===== config.mk =====
export PLATFORM = sky130hd
export DESIGN_NAME = ram_req_buf
export DESIGN_NICKNAME = d
export VERILOG_FILES = /design/src/rtl/ram_req_buf.sv
export SDC_FILE = /design/constraint.sdc
export NUM_CORES = 1
export LEC_CHECK = 0
export ABC_CLOCK_PERIOD_IN_PS = 3700
export CAP_MARGIN = 10
export CORE_MARGIN = 2
export CORE_UTILIZATION = 55
export DETAILED_ROUTE_END_ITERATION = 8
export PLACE_DENSITY = 0.74
export SLEW_MARGIN = 10
export SYNTH_ARGS = -nofsm -noshare
export SYNTH_HDL_FRONTEND = slang
export SYNTH_SLANG_ARGS = --single-unit

===== constraint.sdc =====
create_clock -name i_clk -period 3.7 [get_ports i_clk]
set_clock_uncertainty 0.2 [all_clocks]
set_input_delay 0.74 -clock i_clk [delete_from_list [all_inputs] [get_ports i_clk]]
set_output_delay 0.74 -clock i_clk [all_outputs]
set_load 0.1 [all_outputs]

===== src/rtl/ram_req_buf.sv =====
// WIDTH x DEPTH request buffer: host writes words in, a rising edge on i_request reads one word to o_valor.
// Define REQ_SYNC_EN to pass i_request through a 2-flop synchroniser (for sources asynchronous to i_clk).
module ram_req_buf #(
  parameter int WIDTH     = 16,
  parameter int DEPTH     = 16,
  parameter int ADDR_W    = 4,
  parameter     INIT_FILE = ""
) (
  input  logic              i_clk,
  input  logic              i_rst,
  input  logic              i_request,
  input  logic              i_mode,
  input  logic [ADDR_W-1:0] i_rd_addr,
  input  logic              i_rd_restart,
  input  logic              i_we,
  input  logic [ADDR_W-1:0] i_wr_addr,
  input  logic [WIDTH-1:0]  i_wr_data,
  output logic [WIDTH-1:0]  o_valor,
  output logic              o_valid,
  output logic              o_busy,
  output logic [ADDR_W-1:0] o_rd_ptr
);

  typedef enum logic {IDLE = 1'b0, FETCH = 1'b1} state_e;

  localparam logic [ADDR_W:0]   DEPTH_W  = (ADDR_W + 1)'(DEPTH);
  localparam logic [ADDR_W-1:0] PTR_LAST = ADDR_W'(DEPTH - 1);

  logic [WIDTH-1:0]  mem [DEPTH];
  state_e            state_q;
  logic              req_s;
  logic              req_q;
  logic              rise;
  logic              pend_q;
  logic              seq_q;
  logic              fire_q;
  logic              valid_q;
  logic [ADDR_W-1:0] rd_addr_q;
  logic [ADDR_W-1:0] rd_ptr_q;
  logic [ADDR_W-1:0] rd_ptr_d;
  logic [WIDTH-1:0]  rd_data_q;
  logic [WIDTH-1:0]  valor_q;

`ifdef REQ_SYNC_EN
  logic [1:0] sync_q;

  always_ff @(posedge i_clk) begin
    if (i_rst) sync_q <= '0;
    else       sync_q <= {sync_q[0], i_request};
  end

  assign req_s = sync_q[1];
`else
  assign req_s = i_request;
`endif

  assign rise = req_s & ~req_q;

  // Restart overrides both the hold and the post-read increment; in IDLE this is also the scan read address.
  always_comb begin
    rd_ptr_d = rd_ptr_q;
    if (i_rd_restart) begin
      rd_ptr_d = '0;
    end else if (state_q == FETCH && seq_q) begin
      rd_ptr_d = (rd_ptr_q == PTR_LAST) ? '0 : rd_ptr_q + 1'b1;
    end
  end

  always_ff @(posedge i_clk) begin
    if (i_rst) begin
      state_q   <= IDLE;
      req_q     <= 1'b0;
      pend_q    <= 1'b0;
      seq_q     <= 1'b0;
      fire_q    <= 1'b0;
      rd_addr_q <= '0;
      rd_ptr_q  <= '0;
    end else begin
      req_q    <= req_s;
      rd_ptr_q <= rd_ptr_d;
      fire_q   <= 1'b0;
      unique case (state_q)
        IDLE: begin
          if (rise || pend_q) begin
            rd_addr_q <= i_mode ? i_rd_addr : rd_ptr_d;
            seq_q     <= ~i_mode;
            pend_q    <= 1'b0;
            state_q   <= FETCH;
          end
        end
        FETCH: begin
          fire_q  <= 1'b1;
          if (rise) pend_q <= 1'b1;
          state_q <= IDLE;
        end
        default: state_q <= IDLE;
      endcase
    end
  end

  // Array has no reset so it maps onto block RAM; the read is read-first against a same-edge write.
  always_ff @(posedge i_clk) begin
    if (i_we && ({1'b0, i_wr_addr} < DEPTH_W)) begin
      mem[i_wr_addr] <= i_wr_data;
    end
    if (state_q == FETCH) begin
      rd_data_q <= ({1'b0, rd_addr_q} < DEPTH_W) ? mem[rd_addr_q] : '0;
    end
  end

  always_ff @(posedge i_clk) begin
    if (i_rst) begin
      valid_q <= 1'b0;
      valor_q <= '0;
    end else begin
      valid_q <= fire_q;
      if (fire_q) valor_q <= rd_data_q;
    end
  end

  assign o_valor  = valor_q;
  assign o_valid  = valid_q;
  assign o_busy   = (state_q == FETCH);
  assign o_rd_ptr = rd_ptr_q;

endmodule

Word-level counts from Yosys, hierarchy flattened. Memories as Yosys holds them, arrays and structs flattened. A register that Yosys moved wholly into a read port is not among the register bits. Cells that the tools add are included.

Flip-flop bits (word level): 30. RAM bits: 256. Bits of input ports: 30. Output and inout bits: 22. Word-level logic and storage cells: 34. Memories: 1.

Memory list: mem (words 16, width 16, rd ports 1, clocked after Yosys merged registers in 1, wr ports 1, RTL line 29) `logic [WIDTH-1:0] mem [DEPTH];`.

$add $sub $neg: 1. Eq/ne operators: 3. Multiplexer cells: 12. Bitwise operators: 4. Reduce and logical (&&, ||, !) cells: 4.

Operators by type and width (count): $mux 4 (4); $mux 1 (6); $add 4x1->4 const B (1); $eq 4x4->1 const B (1); $pmux 1 s2 (2); $reduce_and 2->1 (2); $not 1->1 (3); $ne 2x1->1 const B (1); $ne 2x2->1 const B (1); $and 1x1->1 (1); $logic_and 1x1->1 (1); $logic_or 1x1->1 (1).

Longest topological paths before layout.
Word-level depth: 5. Gate-level depth with buffers: 5. Depth with buffers taken out: 5.

Worst setup path before layout. Ideal clock, no wire load.

Path type: input-to-reg. Start: in i_wr_addr[2]. End: mem mem[0][0], enable pin. Setup time: 409 ps. Arrival: 2311 ps. Required time: 3091 ps. Path slack: 779 ps. Cell stages on the path: 2. Path buffers: 0. Cells stage by stage: or3b_1 > nor3_1.

RTL lines: start: declaration (RTL line 16) `input logic [ADDR_W-1:0] i_wr_addr,`; end: declaration (RTL line 29).

Straight into the memory's write port.

Final worst setup path.
Start: reg rd_ptr_q[1], in the netlist o_rd_ptr[1]. End: out o_rd_ptr[1].

RTL lines: start: declaration (RTL line 39) `logic [ADDR_W-1:0] rd_ptr_q;`; start signal: assignment (RTL line 80) `rd_ptr_q <= rd_ptr_d;`; end: declaration (RTL line 21) `output logic [ADDR_W-1:0] o_rd_ptr`.

No word-level cell between the ends.

==> run_results.csv <==
group,metric,value,unit
synthesis,yosys_warnings,0,
critical_path,crit_buf_inv,1,
timing,fmax,329,MHz
floorplan,dieArea,22000,sq um
detailed_routing,ant_nets,0,
clock_network,cts.hold.buffers_added,0,
global_routing,grt_max_degree,36,
synthesis,synth_cell_types,38,
critical_path,required,2.76,ns
synthesis,syn_inst,539,
clock_network,cts_tree,"done",
global_routing,grt_pass1_wl,33200,um
timing,setup_tns,0,ns
power,peakVddDrop,0.444,mV
clock_network,clock_path_buffers,3,
synthesis,synthArstFlopShare,0,
clock_network,post-cts-setup-buffers,0,
detailed_routing,dr_total_vias,5499,
synthesis,synth_nets,570,
clock_network,h-tree-depth,1,
global_routing,antenna_found_initial,0,
critical_path,cp_max_fo,5,
timing,finalCritPeriodShare,0.822,
clock_network,ctsResizeCount,0,
timing,slew_headroom,0.173,
timing,holdWs,0.291,ns
detailed_routing,drc,0,
synthesis,ys_ff_latch,302,
synthesis,synth.cell_area,11400,sq um
synthesis,synth.avg_cell_area,21.2,sq um
layout,nets,651,
timing,setup_viol,0,
timing,worstMarginPinSlew,1.24,ns
job,maxCapViolCount,0,
layout,layout_common_cells,"edfxtp_1 (272), clkdlybuf4s50_1 (49), mux4_2 (35), nor2_1 (31), clkbuf_16 (31)",
clock_network,cts_sinks,302,
synthesis,synth-edff-count,272,
synthesis,yosys_most_used_dff,"edfxtp_1",
clock_network,cts_buffers,30,
timing,layout_min_cycle_time,3.04,ns
min_path,hold_class,"flop to flop",
place,portBuffers,51,
floorplan,fp.dieH,148,um
critical_path,crit_chain,"clkdlybuf4s50_1",
clock_network,insertion_delay,0.55,ns
layout,nFillCells,1334,
place,place_congestion,0.822,
critical_path,critPathArrivalTime,2.10,ns
detailed_routing,via_per_inst,6.02,
detailed_routing,drt_iter0_markers,581,
critical_path,slowest_stage,"clkdlybuf4s50_1",
layout,final_common_cell,"edfxtp_1",
detailed_routing,routed_wl,21500,um
detailed_routing,wl_per_cell,23.6,um
power,leakage,0.00425,uW
layout,antenna_cells,0,
floorplan,start_util,0.564,
critical_path,crit_family,"buffers and inverters",
global_routing,overflow,0,
timing,hold_viol_final,0,
global_routing,grt.total_usage,0.203,
critical_path,crit_path_end_kind,"primary output",
timing,rsz0062_at_grt,"false",
clock_network,clkSlewWorstSetupHoldPaths,0.06,ns
timing,maxSlewViolCount,0,
floorplan,core_area,20300,sq um
power,p_per_area,545,nW/um^2
floorplan,ios,52,
synthesis,synth_seq_area_share,0.766,
critical_path,crit_path_max_incr_delay,1.16,ns
layout,layout-drive-gt1-share,0.190,
floorplan,rows,52,
run_status,outcome,"finished, final reports clean",
layout,syn2layout_area_growth,16.4,%
global_routing,grt_pass1_vias,5509,
place,hpwl,13500,um
critical_path,critPathLaunchType,"flop",
detailed_routing,firstDrtPassIters,5,
critical_path,path_class,"flop to primary output",
clock_network,ctsRootBufferMaster,"clkbuf_16",
floorplan,chipWidth,148,um
## state kept, by name, summed over array words and instances, names as in the netlist
name and count:
fire_q 1, rd_addr_q 4, o_busy 1, pend_q 1, seq_q 1, mem 256
rd_data_q 16, o_rd_ptr 4, o_valid 1, o_valor 16, req_q 1
## through the flow
stage / cells / setup slack (ns) / utilization / instance area (sq um) / total power, uW
3_5_place_dp: 858 / 1.07 / 0.607 / 12300 / 4320
2_1_floorplan: 539 / 0.779 / - / 11400 / 4150
5_1_grt: 913 / 0.616 / 0.656 / 13300 / 7480
4_1_cts: 913 / 0.657 / 0.656 / 13300 / 7310
3_3_place_gp: 858 / 1.11 / 0.607 / 12300 / 4300
6_report: 913 / 0.660 / 0.656 / 13300 / 7260
## logic make-up after synthesis
group                    after synthesis  synth area share
multiplexers                          81             0.150
XOR/XNOR                               1          0.000766
buffers and inverters                 29            0.0169
AND/OR/NAND/NOR                       75            0.0292
flip-flops                           302             0.766
AO/OA/AOI/OAI                         50            0.0354
adder cells (fa/ha/maj)                1           0.00109
## area by class of cell
type | count | area (sq um) | area share
flip-flops and latches | 302 | 8770 | 0.659
multi-input cells | 208 | 2500 | 0.188
clock buffers | 35 | 791 | 0.0594
repair buffers | 75 | 698 | 0.0524
well taps | 270 | 338 | 0.0254
clock inverters | 20 | 210 | 0.0158
inverters | 3 | 11.3 | 0.000845
## synthesized netlist by cell type, types with 2 or more instances
| cell | number | area, sq um |
|---|---|---|
| a211oi_1 | 2 | 15.0 |
| nand3_1 | 4 | 20.0 |
| dfxtp_1 | 30 | 601 |
| a21oi_1 | 3 | 15.0 |
| mux2i_1 | 17 | 170 |
| edfxtp_1 | 272 | 8170 |
| nor3_1 | 6 | 30.0 |
| buf_6 | 2 | 22.5 |
| nand3b_1 | 2 | 15.0 |
| o2bb2ai_1 | 3 | 26.3 |
| mux4_1 | 29 | 762 |
| nand2_1 | 20 | 75.1 |
| buf_2 | 7 | 35.0 |
| nand2b_1 | 4 | 25.0 |
| nor2b_1 | 5 | 31.3 |
| buf_1 | 3 | 11.3 |
| clkbuf_1 | 9 | 33.8 |
| a22oi_2 | 6 | 75.1 |
| a22oi_1 | 29 | 218 |
| inv_1 | 2 | 7.51 |
| buf_12 | 3 | 60.1 |
| nor2_1 | 31 | 116 |
| mux4_2 | 35 | 788 |
## per-layer routing
metal | share of wire | vias up | GRT usage | wire length (um)
li1 | - | 2415 | - | -
met1 | 0.43 | 2843 | 0.299 | 9300
met2 | 0.49 | 198 | 0.329 | 10500
met3 | 0.058 | 43 | 0.0285 | 1260
met4 | 0.023 | 0 | 0.0538 | 492
met5 | 0 | - | 0 | 0
## report_power, final
group / switching (uW) / total, uW / internal, uW
clock: 1210 / 3010 / 1800
sequential: 48.5 / 3850 / 3800
combinational: 230 / 391 / 160
## worst paths after layout
kind	slack, ns	start	depth (start not counted)	to
hold reg to reg	0.29	pend_q	2	pend_q
setup reg to reg	1.17	rd_addr_q[0]	4	rd_data_q[2]
setup / recovery	0.66	o_rd_ptr[1]	1	o_rd_ptr[1]
hold / removal	0.29	pend_q	2	pend_q
Power figures use the tool's default switching activity.
